## config.mk

```make
export PLATFORM = sky130hd
export DESIGN_NAME = sd_dat_responder
export DESIGN_NICKNAME = d
export VERILOG_FILES = /design/src/rtl/sd_dat_responder.sv
export SDC_FILE = /design/constraint.sdc
export NUM_CORES = 1
export LEC_CHECK = 0
export ABC_AREA = 1
export CAP_MARGIN = 40
export CORE_MARGIN = 10
export CORE_UTILIZATION = 65
export CTS_CLUSTER_SIZE = 14
export DETAILED_ROUTE_END_ITERATION = 6
export GPL_TIMING_DRIVEN = 0
export MAX_ROUTING_LAYER = met4
export PLACE_DENSITY = 0.9
export SLEW_MARGIN = 40
export SYNTH_ARGS = -nofsm -noshare
export SYNTH_HDL_FRONTEND = slang
export SYNTH_SLANG_ARGS = --single-unit
```

## constraint.sdc

```tcl
create_clock -name clk -period 3.4 [get_ports clk]
set_clock_uncertainty 0.1 [all_clocks]
set_input_delay 0.34 -clock clk [delete_from_list [all_inputs] [get_ports clk]]
set_output_delay 0.34 -clock clk [all_outputs]
set_load 0.05 [all_outputs]
```

## src/rtl/sd_dat_responder.sv

```systemverilog
// SD card-side DAT[3:0] engine: streams one 512-byte block to the host on read,
// receives one block with per-line CRC16 check on write, then answers with token and busy.
module sd_dat_responder #(
  parameter int NAC         = 2,
  parameter int NCRC        = 2,
  parameter int BUSY_CYCLES = 8
) (
  input  logic       clk,
  input  logic       rst,
  input  logic       sdclk,
  input  logic [3:0] sddat_in,
  output logic [3:0] sddat_out,
  output logic       sddat_oe,
  input  logic       rd_start,
  input  logic       wr_start,
  output logic       busy,
  output logic       done,
  output logic       crc_err,
  output logic [8:0] mem_addr,
  input  logic [7:0] mem_rdata,
  output logic [7:0] mem_wdata,
  output logic       mem_we
);

  typedef enum logic [3:0] {
    IDLE     = 4'd0,
    RD_NAC   = 4'd1,
    RD_DATA  = 4'd2,
    RD_CRC   = 4'd3,
    RD_END   = 4'd4,
    WR_WAIT  = 4'd5,
    WR_DATA  = 4'd6,
    WR_CRC   = 4'd7,
    WR_END   = 4'd8,
    WR_NCRC  = 4'd9,
    WR_TOKEN = 4'd10,
    WR_BUSY  = 4'd11,
    WR_REL   = 4'd12
  } state_t;

  localparam logic [10:0] NAC_CNT   = 11'(NAC);
  localparam logic [10:0] NCRC_LAST = 11'(NCRC - 1);
  localparam logic [10:0] BUSY_CNT  = 11'(BUSY_CYCLES);

  function automatic logic [15:0] crc16_step(input logic [15:0] crc_in, input logic b);
    logic c;
    c = crc_in[15] ^ b;
    return {crc_in[14:0], c} ^ {3'b000, c, 6'b000000, c, 5'b00000};
  endfunction

  state_t           state, state_nxt;
  logic [10:0]      cnt, cnt_nxt;
  logic [3:0][15:0] crc, crc_nxt;
  logic [3:0][15:0] rx_crc, rx_crc_nxt;
  logic [3:0]       hi_nib, hi_nib_nxt;
  logic [3:0]       out_nxt;
  logic [3:0]       rd_nib;
  logic [4:0]       token;
  logic             tok_bit;
  logic             oe_nxt, we_nxt, done_nxt, err_nxt;
  logic [8:0]       addr_nxt;
  logic [7:0]       wdata_nxt;
  logic             prev, rise, fall;

  assign rise   = ~prev & sdclk;
  assign fall   = prev & ~sdclk;
  assign rd_nib = cnt[0] ? mem_rdata[3:0] : mem_rdata[7:4];
  assign token  = crc_err ? 5'b01011 : 5'b00101;

  // Next-state and next-output decode; every register holds unless its event fires.
  always_comb begin
    state_nxt  = state;
    cnt_nxt    = cnt;
    crc_nxt    = crc;
    rx_crc_nxt = rx_crc;
    hi_nib_nxt = hi_nib;
    out_nxt    = sddat_out;
    oe_nxt     = sddat_oe;
    we_nxt     = 1'b0;
    done_nxt   = 1'b0;
    err_nxt    = crc_err;
    wdata_nxt  = mem_wdata;
    tok_bit    = 1'b1;
    // Address steps after each write strobe, saturating at the last byte.
    if (mem_we && (mem_addr != 9'd511)) addr_nxt = mem_addr + 9'd1;
    else                                addr_nxt = mem_addr;

    case (cnt[2:0])
      3'd0:    tok_bit = token[4];
      3'd1:    tok_bit = token[3];
      3'd2:    tok_bit = token[2];
      3'd3:    tok_bit = token[1];
      3'd4:    tok_bit = token[0];
      default: tok_bit = 1'b1;
    endcase

    case (state)
      IDLE: begin
        oe_nxt  = 1'b0;
        out_nxt = 4'hF;
        if (rd_start) begin
          state_nxt = RD_NAC;
          addr_nxt  = 9'd0;
          oe_nxt    = 1'b1;
          cnt_nxt   = 11'd0;
        end else if (wr_start) begin
          state_nxt = WR_WAIT;
          err_nxt   = 1'b0;
          cnt_nxt   = 11'd0;
        end else begin
          state_nxt = IDLE;
        end
      end
      RD_NAC: begin
        if (fall && (cnt == NAC_CNT)) begin
          out_nxt   = 4'h0;
          crc_nxt   = '0;
          cnt_nxt   = 11'd0;
          state_nxt = RD_DATA;
        end else if (fall) begin
          cnt_nxt = cnt + 11'd1;
        end else begin
          cnt_nxt = cnt;
        end
      end
      RD_DATA: begin
        if (fall) begin
          out_nxt = rd_nib;
          for (int i = 0; i < 4; i++) crc_nxt[i] = crc16_step(crc[i], rd_nib[i]);
          // Prefetch: next byte settles on mem_rdata before the following even fall.
          if (cnt[0] && (mem_addr != 9'd511)) addr_nxt = mem_addr + 9'd1;
          else                                addr_nxt = mem_addr;
          if (cnt == 11'd1023) begin
            state_nxt = RD_CRC;
            cnt_nxt   = 11'd0;
          end else begin
            cnt_nxt = cnt + 11'd1;
          end
        end else begin
          cnt_nxt = cnt;
        end
      end
      RD_CRC: begin
        if (fall) begin
          for (int i = 0; i < 4; i++) begin
            out_nxt[i] = crc[i][15];
            crc_nxt[i] = {crc[i][14:0], 1'b0};
          end
          if (cnt == 11'd15) begin
            state_nxt = RD_END;
            cnt_nxt   = 11'd0;
          end else begin
            cnt_nxt = cnt + 11'd1;
          end
        end else begin
          cnt_nxt = cnt;
        end
      end
      RD_END: begin
        if (fall && (cnt == 11'd0)) begin
          out_nxt = 4'hF;
          cnt_nxt = 11'd1;
        end else if (fall) begin
          oe_nxt    = 1'b0;
          done_nxt  = 1'b1;
          cnt_nxt   = 11'd0;
          state_nxt = IDLE;
        end else begin
          cnt_nxt = cnt;
        end
      end
      WR_WAIT: begin
        oe_nxt = 1'b0;
        if (rise && !sddat_in[0]) begin
          state_nxt = WR_DATA;
          crc_nxt   = '0;
          addr_nxt  = 9'd0;
          cnt_nxt   = 11'd0;
        end else begin
          state_nxt = WR_WAIT;
        end
      end
      WR_DATA: begin
        if (rise) begin
          for (int i = 0; i < 4; i++) crc_nxt[i] = crc16_step(crc[i], sddat_in[i]);
          if (cnt[0]) begin
            wdata_nxt = {hi_nib, sddat_in};
            we_nxt    = 1'b1;
          end else begin
            hi_nib_nxt = sddat_in;
          end
          if (cnt == 11'd1023) begin
            state_nxt = WR_CRC;
            cnt_nxt   = 11'd0;
          end else begin
            cnt_nxt = cnt + 11'd1;
          end
        end else begin
          cnt_nxt = cnt;
        end
      end
      WR_CRC: begin
        if (rise) begin
          for (int i = 0; i < 4; i++) rx_crc_nxt[i] = {rx_crc[i][14:0], sddat_in[i]};
          if (cnt == 11'd15) begin
            state_nxt = WR_END;
            cnt_nxt   = 11'd0;
          end else begin
            cnt_nxt = cnt + 11'd1;
          end
        end else begin
          cnt_nxt = cnt;
        end
      end
      WR_END: begin
        if (rise) begin
          err_nxt   = (rx_crc != crc) || (sddat_in != 4'hF);
          state_nxt = WR_NCRC;
          cnt_nxt   = 11'd0;
        end else begin
          state_nxt = WR_END;
        end
      end
      WR_NCRC: begin
        if (fall) begin
          oe_nxt  = 1'b1;
          out_nxt = 4'hF;
          if (cnt == NCRC_LAST) begin
            state_nxt = WR_TOKEN;
            cnt_nxt   = 11'd0;
          end else begin
            cnt_nxt = cnt + 11'd1;
          end
        end else begin
          cnt_nxt = cnt;
        end
      end
      WR_TOKEN: begin
        if (fall) begin
          out_nxt = {3'b111, tok_bit};
          if (cnt == 11'd4) begin
            state_nxt = WR_BUSY;
            cnt_nxt   = 11'd0;
          end else begin
            cnt_nxt = cnt + 11'd1;
          end
        end else begin
          cnt_nxt = cnt;
        end
      end
      WR_BUSY: begin
        if (fall && (cnt == BUSY_CNT)) begin
          out_nxt   = 4'hF;
          state_nxt = WR_REL;
          cnt_nxt   = 11'd0;
        end else if (fall) begin
          out_nxt = 4'hE;
          cnt_nxt = cnt + 11'd1;
        end else begin
          cnt_nxt = cnt;
        end
      end
      WR_REL: begin
        if (fall) begin
          oe_nxt    = 1'b0;
          done_nxt  = 1'b1;
          state_nxt = IDLE;
        end else begin
          state_nxt = WR_REL;
        end
      end
      default: begin
        state_nxt = IDLE;
        oe_nxt    = 1'b0;
        out_nxt   = 4'hF;
      end
    endcase
  end

  // State and output registers; sdclk history tracks even in reset so no edge is seen on release.
  always_ff @(posedge clk) begin
    prev <= sdclk;
    if (rst) begin
      state     <= IDLE;
      cnt       <= 11'd0;
      crc       <= '0;
      rx_crc    <= '0;
      hi_nib    <= 4'h0;
      sddat_out <= 4'hF;
      sddat_oe  <= 1'b0;
      mem_addr  <= 9'd0;
      mem_we    <= 1'b0;
      mem_wdata <= 8'h00;
      done      <= 1'b0;
      busy      <= 1'b0;
      crc_err   <= 1'b0;
    end else begin
      state     <= state_nxt;
      cnt       <= cnt_nxt;
      crc       <= crc_nxt;
      rx_crc    <= rx_crc_nxt;
      hi_nib    <= hi_nib_nxt;
      sddat_out <= out_nxt;
      sddat_oe  <= oe_nxt;
      mem_addr  <= addr_nxt;
      mem_we    <= we_nxt;
      mem_wdata <= wdata_nxt;
      done      <= done_nxt;
      busy      <= (state_nxt != IDLE);
      crc_err   <= err_nxt;
    end
  end

endmodule

```

-- Yosys cells after proc, flatten, opt, wreduce, memory -nomap -nowiden
Cells that the tools add are included.
- flip-flop bits (word level): 174
- output and inout port bits: 26
- bitwise operators: 25
- reduce and logical (&&, ||, !) cells: 26
- muxes and demuxes: 79
- add/subtract/negate cells: 2
- eq/ne operators: 42
- operator list (kind ; count):
    64-bit two-way mux ; 5
    64-bit case mux with 5 select lines ; 1
    11-bit two-way mux ; 19
    11-bit case mux with 12 select lines ; 1
    16-bit by 13-bit bitwise XOR with 16-bit output ; 8
    4-bit two-way mux ; 27
    64-bit inequality test ; 1
    4-bit case mux with 13 select lines ; 1
    9-bit two-way mux ; 5
    4-bit case mux with 8 select lines ; 1
    9-bit case mux with 3 select lines ; 1
    2-bit inequality test, second input constant ; 13
    11-bit by 4-bit == test with 1-bit output, second input constant ; 2
    4-bit == test, second input constant ; 5
    4-bit by 3-bit == test with 1-bit output, second input constant ; 4
    3-bit inequality test, second input constant ; 4
    12-bit nonzero test ; 1
    11-bit by 1-bit adder with 11-bit output, second input constant ; 1
    11-bit by 1-bit == test with 1-bit output, second input constant ; 1
    11-bit by 10-bit == test with 1-bit output, second input constant ; 1
    11-bit by 2-bit == test with 1-bit output, second input constant ; 1
    11-bit by 3-bit == test with 1-bit output, second input constant ; 1
    11-bit zero test ; 1
    1-bit two-way mux ; 11
    other kinds (32) ; 58

-- Depth between registers and ports, before layout
Gate-level depths: netlist (run 1).
- depth in word-level cells: 6
- depth in mapped cells: 16
- depth with buffers taken out: 16

-- Least setup slack after synthesis (run 1)
No wires, ideal clock.
- path type: reg2reg
- start: reg mem_addr[1]
- end: reg mem_addr[0]
- arrival time: 2184 ps
- library setup time: 125 ps
- setup slack: 991 ps
- data required time: 3175 ps
- stages on the path, launching flop included: 16
- buffers on the path: 0
- cells stage by stage: dfxtp_1 > ha_1 > nand2_1 > nor2_1 > inv_1 > nor2_1 > nand2_1 > nor3_1 > ha_1 > nor2_1 > inv_1 > o21ai_1 > nand2_2 > inv_1 > o21ai_0 > a21oi_1
- longest elaborated chain between the ends: 5
- elaborated cells between the ends (all ways): 9
- those cells by class: eq/ne: 2; mux: 5; reduce/logical: 2
- ends and longest elaborated chain (item ; RTL line ; text):
    start: declaration ; 19 ; output logic [8:0] mem_addr,
    start signal: assignment ; 305 ; mem_addr <= addr_nxt;
    9-bit inequality test (*) ; 85, 131 ;
    1-bit logical AND ; 85 ; if (mem_we && (mem_addr != 9'd511)) addr_nxt = mem_addr + 9'd1;
    9-bit two-way mux ; 85 ;
    9-bit two-way mux, on equally long branches ; 174, 101, 127 ;
    9-bit case mux with 3 select lines ; 97 ; case (state)
Mark *: on every way between the ends. The rest lies on a longest branch, timed or not.
A chain may end at the register's enable or synchronous reset.

-- Worst setup path in the final report (run 1)
- start: reg cnt[0]
- end: reg crc[21] (netlist name)
- longest elaborated chain between the ends: 5
- elaborated cells between the ends (all ways): 9
- those cells by class: eq/ne: 2; mux: 3; bitwise: 2; reduce/logical: 2
- ends and longest elaborated chain (item ; RTL line ; text):
    start: declaration ; 52 ; logic [10:0] cnt, cnt_nxt;
    start signal: assignment ; 299 ; cnt <= cnt_nxt;
    4-bit two-way mux ; 67 ; assign rd_nib = cnt[0] ? mem_rdata[3:0] : mem_rdata[7:4];
    1-bit bitwise XOR ; 47 ; c = crc_in[15] ^ b;
    16-bit by 13-bit bitwise XOR with 16-bit output ; 48 ; return {crc_in[14:0], c} ^ {3'b000, c, 6'b000000, c, 5'b00000};
    64-bit two-way mux ; 127 ; if (fall) begin
    64-bit case mux with 5 select lines ; 97 ;
    end signal: assignment ; 300 ; crc <= crc_nxt;
    end: declaration ; 53 ; logic [3:0][15:0] crc, crc_nxt;
Several ways; a longest one is shown, not always the timed one. The select of a mux whose other input is x is not followed.

==> results of run 1 <==
## routing by layer
metal	global-route usage [%]	share of wire [%]
met5	-	0
met4	10.9	2.7
met3	5.64	8.3
met2	48.2	48
met1	36.4	41
## logic make-up after synthesis
group                    Yosys count  share of synthesized area [%]
AND/OR/NAND/NOR                  658                           31.6
flip-flops                       174                           39.0
buffers and inverters            171                           8.50
XOR/XNOR                          54                           5.29
adder cells (fa/ha/maj)            6                          0.840
AO/OA/AOI/OAI                    255                           14.8
## flip-flops by register name, indices dropped and copies added (netlist names)
name and count:
prev 1, crc 64, mem_we 1, mem_addr 9
hi_nib 4, rx_crc 64, cnt 11, sddat_oe 1
busy 1, state 4, mem_wdata 8, done 1
sddat_out 4, crc_err 1
## worst reg2reg max path, delay by kind of cell (launching register included)
kind	cells	cell delay, ns
compound gates	2	0.28
fa+ha+maj	1	0.26
buf+inv	6	1.07
flops	1	0.34
simple gates	4	0.71
## per-stage QoR
| stage | instance area [um^2] | power (W) | worst slack [ns] |
|---|---|---|---|
| floorplan | 8930 | 0.00256 | 0.991 |
| global placement | 9570 | 0.00276 | 0.674 |
| detailed placement | 9570 | 0.00276 | 0.666 |
| CTS | 10200 | 0.00470 | 0.614 |
| global route | 10200 | 0.00484 | 0.400 |
| finish | 10200 | 0.00474 | 0.576 |
## Yosys cell counts, types with 8 or more instances
master | instances | area share [%]
buf_2 | 8 | 0.45
o211ai_1 | 10 | 0.84
nor3_1 | 11 | 0.62
nand4_1 | 17 | 1.2
o21ai_0 | 102 | 5.7
o21ai_1 | 9 | 0.50
dfxtp_1 | 174 | 39
nor2_2 | 11 | 0.77
clkbuf_1 | 38 | 1.6
xnor2_1 | 27 | 2.6
nor2_1 | 192 | 8.1
xor2_1 | 27 | 2.6
buf_6 | 14 | 1.8
a21oi_1 | 122 | 6.8
nand3_1 | 119 | 6.7
or2_2 | 9 | 0.63
inv_2 | 17 | 0.71
nand2_1 | 280 | 12
inv_1 | 93 | 3.9
## final timing paths
check / start / to
worst max register to register: cnt[0] / crc[21]
worst min register to register: sddat_oe / sddat_oe
worst min-delay path: sdclk / prev
worst max-delay path: cnt[0] / crc[21]
## power breakdown
group / internal, W / leakage, nW / switching (W) / total (W)
Combinational: 0.000204 / 2.67 / 0.000463 / 0.000666
Sequential: 0.00206 / 1.40 / 0.0000126 / 0.00207
Clock: 0.00112 / 0.292 / 0.000885 / 0.00200
Total: 0.00338 / 4.36 / 0.00136 / 0.00474
## area by class of cell
| type | instances | area, um^2 | area share, % |
|---|---|---|---|
| inverter | 111 | 419 | 4.13 |
| sequential | 174 | 3480 | 34.3 |
| clock buffer | 19 | 443 | 4.36 |
| tap | 176 | 220 | 2.17 |
| multi-input combinational | 973 | 4690 | 46.2 |
| buffer | 60 | 340 | 3.35 |
| clock inverter | 13 | 149 | 1.47 |
| timing repair buffer | 41 | 410 | 4.04 |
==> run_results.csv, run 1 <==
group,metric,value,unit
floorplan,die_h,137,um
clock_tree,root_buffer,"clkbuf_16",
drt,routedWlPerCell,17.4,um
clock_tree,path_clk_slew,0.07,ns
sta,max_slew_margin,39.1,%
final_layout,final_cell_mix,"nand2_1 (280), nor2_1 (192), dfxtp_1 (174)",
sta,drv_slew,0,
synthesis,syn_nets,1341,
sta,rsz0062_at_grt,"no",
placed_design,numPortBuffers,41,
critical_path,worst-r2r-setup-slack,0.58,ns
grt,antenna_found_initial,0,
sta,timing.fmax,354,MHz
floorplan,io_pins,43,
synthesis,yosysWarnings,0,
critical_path,critical_path_class,"register to register",
final_layout,drive_gt1_share,7.69,%
critical_path,cp_slowest_cell,"dfxtp_1",
run,maxCapViolCount,0,
grt,grt_start_max_net_pins,17,
final_layout,diodes,0,
final_layout,utilization,76.1,%
floorplan,coreArea,13300,um^2
drt,firstDrtPassIters,6,
final_layout,nets,1401,
floorplan,num_rows,42,
critical_path,r2r_cells,13,
final_layout,syn_to_final_growth,13.7,%
power,power_density,467,nW/um^2
clock_tree,h-tree-depth,4,
drt,avgViaCountPerCell,5.89,
final_layout,final_common_cell,"nand2_1",
critical_path,crit_required,3.68,ns
sta,finalCritPeriodShare,83.1,%
floorplan,die_w,137,um
placed_design,dpl.hpwl,19.6,mm
sta,post-route-min-period,2.82,ns
clock_tree,worstSkewPairLatency,0.45,ns
synthesis,synth_edf_count,0,
floorplan,dieArea,18800,um^2
hold_path,holdPathStages,1,
drt,first_iter_violations,1089,
clock_tree,post_cts_buffers,0,
placed_design,gp_congestion,1.02,
clock_tree,cts_buffer_depth,2,
critical_path,cp.buffers_inverters,6,
synthesis,synth_cells,1318,
power,power.leakage,4.36,nW
synthesis,synth_area,8930,um^2
sta,worstMarginPinSlew,0.914,ns
grt,grt_pass1_vias,8491,
sta,hold_viol,0,
clock_tree,cts_tree,"yes",
power,vdd_drop_max,0.000432,V
sta,fin_tns_setup,0,ns
critical_path,critPathArrivalTime,3.10,ns
grt,grt_pass1_wl,43.3,mm
drt,ant_nets,0,
synthesis,synth_ff_type,"dfxtp_1",
synthesis,synth_seq_area_share,39.0,%
critical_path,end_kind,"register",
final_layout,layout.cells.non_filler,1567,
clock_tree,clock-sinks,174,
critical_path,path_max_fanout,11,
placed_design,place_inst,1535,
drt,drt_wl_total,27.3,mm
synthesis,ys_ff_latch,174,
grt,track_usage,29.8,%
grt,grt_remaining_overflow,0,
synthesis,synth.avg_cell_area,6.78,um^2
critical_path,start_kind,"register",
synthesis,synth_cell_type_count,36,
critical_path,slowest_delay,0.34,ns
clock_tree,cts-hold-fix-buffers,0,
sta,finalHoldWorstSlack,0.350,ns
hold_path,hold_path_class,"input port to register",
sta,setup_viol,0,
drt,vias,9234,
critical_path,path_delay_family,"buffers and inverters",
floorplan,initial_utilization,66.9,%
drt,drc,0,
synthesis,async_flop_share,0,%
critical_path,path_cells,"buf_2, inv_1, buf_2, ha_1, inv_1, nor2_1, nand4_1, nand2_2, nand3_2, inv_4, buf_6, o211ai_1, a21oi_1",
clock_tree,post_cts.resized_instances,0,
clock_tree,cts_buffers,17,
status,status,"complete, no violations",
final_layout,nFillCells,1043,
critical_path,cp.depth,13,
Note: power is estimated with default switching activity, not from simulation.
==> run 2: changes to the inputs <==
--- a/config.mk
+++ b/config.mk
@@ -8,12 +8,12 @@
 export ABC_AREA = 1
 export CAP_MARGIN = 40
 export CORE_MARGIN = 10
-export CORE_UTILIZATION = 65
+export CORE_UTILIZATION = 55
 export CTS_CLUSTER_SIZE = 14
 export DETAILED_ROUTE_END_ITERATION = 6
 export GPL_TIMING_DRIVEN = 0
 export MAX_ROUTING_LAYER = met4
-export PLACE_DENSITY = 0.9
+export PLACE_DENSITY = 0.82
 export SLEW_MARGIN = 40
 export SYNTH_ARGS = -nofsm -noshare
 export SYNTH_HDL_FRONTEND = slang
==> constraint.sdc (replaced) <==
create_clock -name clk -period 2.3 [get_ports clk]
set_clock_uncertainty 0.1 [all_clocks]
set_input_delay 0.23 -clock clk [delete_from_list [all_inputs] [get_ports clk]]
set_output_delay 0.23 -clock clk [all_outputs]
set_load 0.05 [all_outputs]
==> run 2 against run 1 <==
Compared with the run above:
- critical path depth rose by 2
- sequential cell count unchanged
- non-clock buffer count grew 18
- clock power increased by 46%
- critical path type unchanged
- the flow now finishes with violations (design-rule violations)
- die area grew 15%
- first-iteration DRC count up 1.2%
- via count down 1.2%
- power rose by 50%
- utilization is 9.3 points lower
- fmax up 23%
- wire length fell by 0.86%
==> run_results.csv, run 2 (same netlist as run 1, synthesis figures left out) <==
group,metric,value,unit
sta,setup_viol,0,
clock_tree,clock-sinks,174,
clock_tree,cts_buffer_depth,2,
status,status,"complete, but fails checks",
floorplan,die_h,147,um
grt,antenna_found_initial,0,
drt,first_iter_violations,1102,
placed_design,dpl.hpwl,19.2,mm
status,failed_checks,"design-rule violations",
final_layout,drive_gt1_share,11.7,%
clock_tree,root_buffer,"clkbuf_16",
drt,firstDrtPassIters,7,
critical_path,r2r_cells,15,
clock_tree,h-tree-depth,4,
placed_design,numPortBuffers,41,
grt,grt_pass1_wl,42.3,mm
final_layout,layout.cells.non_filler,1626,
grt,grt_use_met2,38.7,%
final_layout,final_cell_mix,"nand2_1 (275), nor2_1 (186), dfxtp_1 (170)",
drt,ant_nets,0,
power,pwr-share-comb,15.7,%
final_layout,nets,1420,
floorplan,num_rows,46,
drt,drt_wl_total,27.1,mm
power,power_density,670,nW/um^2
clock_tree,worstSkewPairLatency,0.44,ns
power,p_sw_share,29.9,%
power,pwr-share-clk,41.3,%
hold_path,holdPathStages,1,
floorplan,initial_utilization,56.2,%
final_layout,syn_to_final_growth,18.8,%
critical_path,critical_path_class,"register to register",
final_layout,nFillCells,1425,
floorplan,coreArea,15900,um^2
grt,use_met1,30.3,%
power,vdd_drop_max,0.000690,V
sta,max_slew_margin,39.1,%
hold_path,hold_path_class,"input port to register",
run,maxCapViolCount,0,
grt,grt_pass1_vias,8306,
final_layout,final_common_cell,"nand2_1",
grt,track_usage,24.4,%
sta,timing.fmax,435,MHz
final_layout,utilization,66.8,%
grt,grt_remaining_overflow,0,
power,internal_power,0.00498,W
sta,finalCritPeriodShare,100,%
final_layout,diodes,0,
sta,hold_viol,0,
drt,vias,9127,
clock_tree,path_clk_slew,0.07,ns
final_layout,multi_input_area,4830,um^2
final_layout,register_area,3500,um^2
final_layout,reg_top3,"crc (64), rx_crc (64), cnt (11)",
drt,avgViaCountPerCell,5.61,
critical_path,path_max_fanout,6,
sta,rsz0062_at_grt,"yes",
sta,drv_slew,0,
floorplan,die_w,147,um
critical_path,end_kind,"register",
placed_design,place_inst,1575,
grt,grt.busiest_layer,"met2",
final_layout,fin_area,10600,um^2
power,switching_power,0.00213,W
grt,grtUsageMet3,4.98,%
drt,drc,1,
critical_path,critPathArrivalTime,2.54,ns
clock_tree,cts-hold-fix-buffers,0,
sta,post-route-min-period,2.30,ns
clock_tree,cts_tree,"yes",
drt,routedWlPerCell,16.7,um
grt,grt_start_max_net_pins,19,
placed_design,placed_area,9620,um^2
critical_path,crit_required,2.54,ns
critical_path,start_kind,"register",
power,power.leakage,4.53,nW
floorplan,io_pins,43,
power,seqPwrFrac,43.0,%
sta,worstMarginPinSlew,0.913,ns
clock_tree,cts_buffers,17,
placed_design,gp_congestion,0.975,
floorplan,dieArea,21700,um^2
run 2: timing repair:
item,in CTS,in global routing
setup buffers,5,10
pin swaps,5,16
gates cloned,1,3
resized for setup,13,59
setup endpoints to repair,78,121
run 2: area by class of cell:
| class | instances | share of cell area [%] |
|---|---|---|
| buffer | 60 | 3.64 |
| multi-input combinational | 973 | 45.5 |
| clock inverter | 15 | 1.63 |
| timing repair buffer | 59 | 5.63 |
| sequential | 174 | 32.9 |
| clock buffer | 17 | 4.01 |
| timing repair inverter | 1 | 0.0354 |
| inverter | 111 | 4.09 |
| tap | 216 | 2.55 |
run 2: worst paths after layout:
kind / startpoint / to / slack (ns)
worst max register to register: mem_addr[0] / mem_addr[5] / 0.0009
worst min register to register: sddat_out[0] / sddat_out[0] / 0.36
worst min-delay path: sdclk / prev / 0.24
worst max-delay path: mem_addr[0] / mem_addr[5] / 0.0009
run 2: power groups by stage:
stage	sequential [W]	combinational [W]	clock (W)
after floorplan	0.00320	0.000588	0
after global placement	0.00313	0.000951	0
after detailed placement	0.00313	0.000948	0
after CTS	0.00306	0.000991	0.00294
after global routing	0.00306	0.00119	0.00309
final	0.00306	0.00112	0.00293
run 2: critical path, stage by stage (launching register included):
cell	delay (ns)
dfxtp_4	0.38
ha_4	0.13
nand2_1	0.07
nor2_1	0.15
inv_1	0.09
nor2_2	0.16
nand2_2	0.09
nor3_2	0.19
ha_2	0.23
buf_4	0.12
o21ai_4	0.07
nand2_4	0.12
buf_4	0.10
o21ai_0	0.07
nand3_1	0.09
inv_1	0.04
run 2: through the flow:
step	total power (W)	setup TNS, ns	setup slack (ns)	hold slack [ns]
6_report	0.00711	0	0.000937	0.238
5_1_grt	0.00734	-3.36	-0.150	0.248
4_1_cts	0.00699	0	0.0144	0.224
3_5_place_dp	0.00408	-25.91	-0.387	0.346
3_3_place_gp	0.00408	-26.65	-0.400	0.344
2_1_floorplan	0.00379	0	0.0932	0.158
run 2: layer usage:
layer / share of wire (%) / vias to the layer above
li1: - / 4459
met1: 43 / 4194
met2: 47 / 401
met3: 7.3 / 73
met4: 2.9 / 0
met5: 0 / -
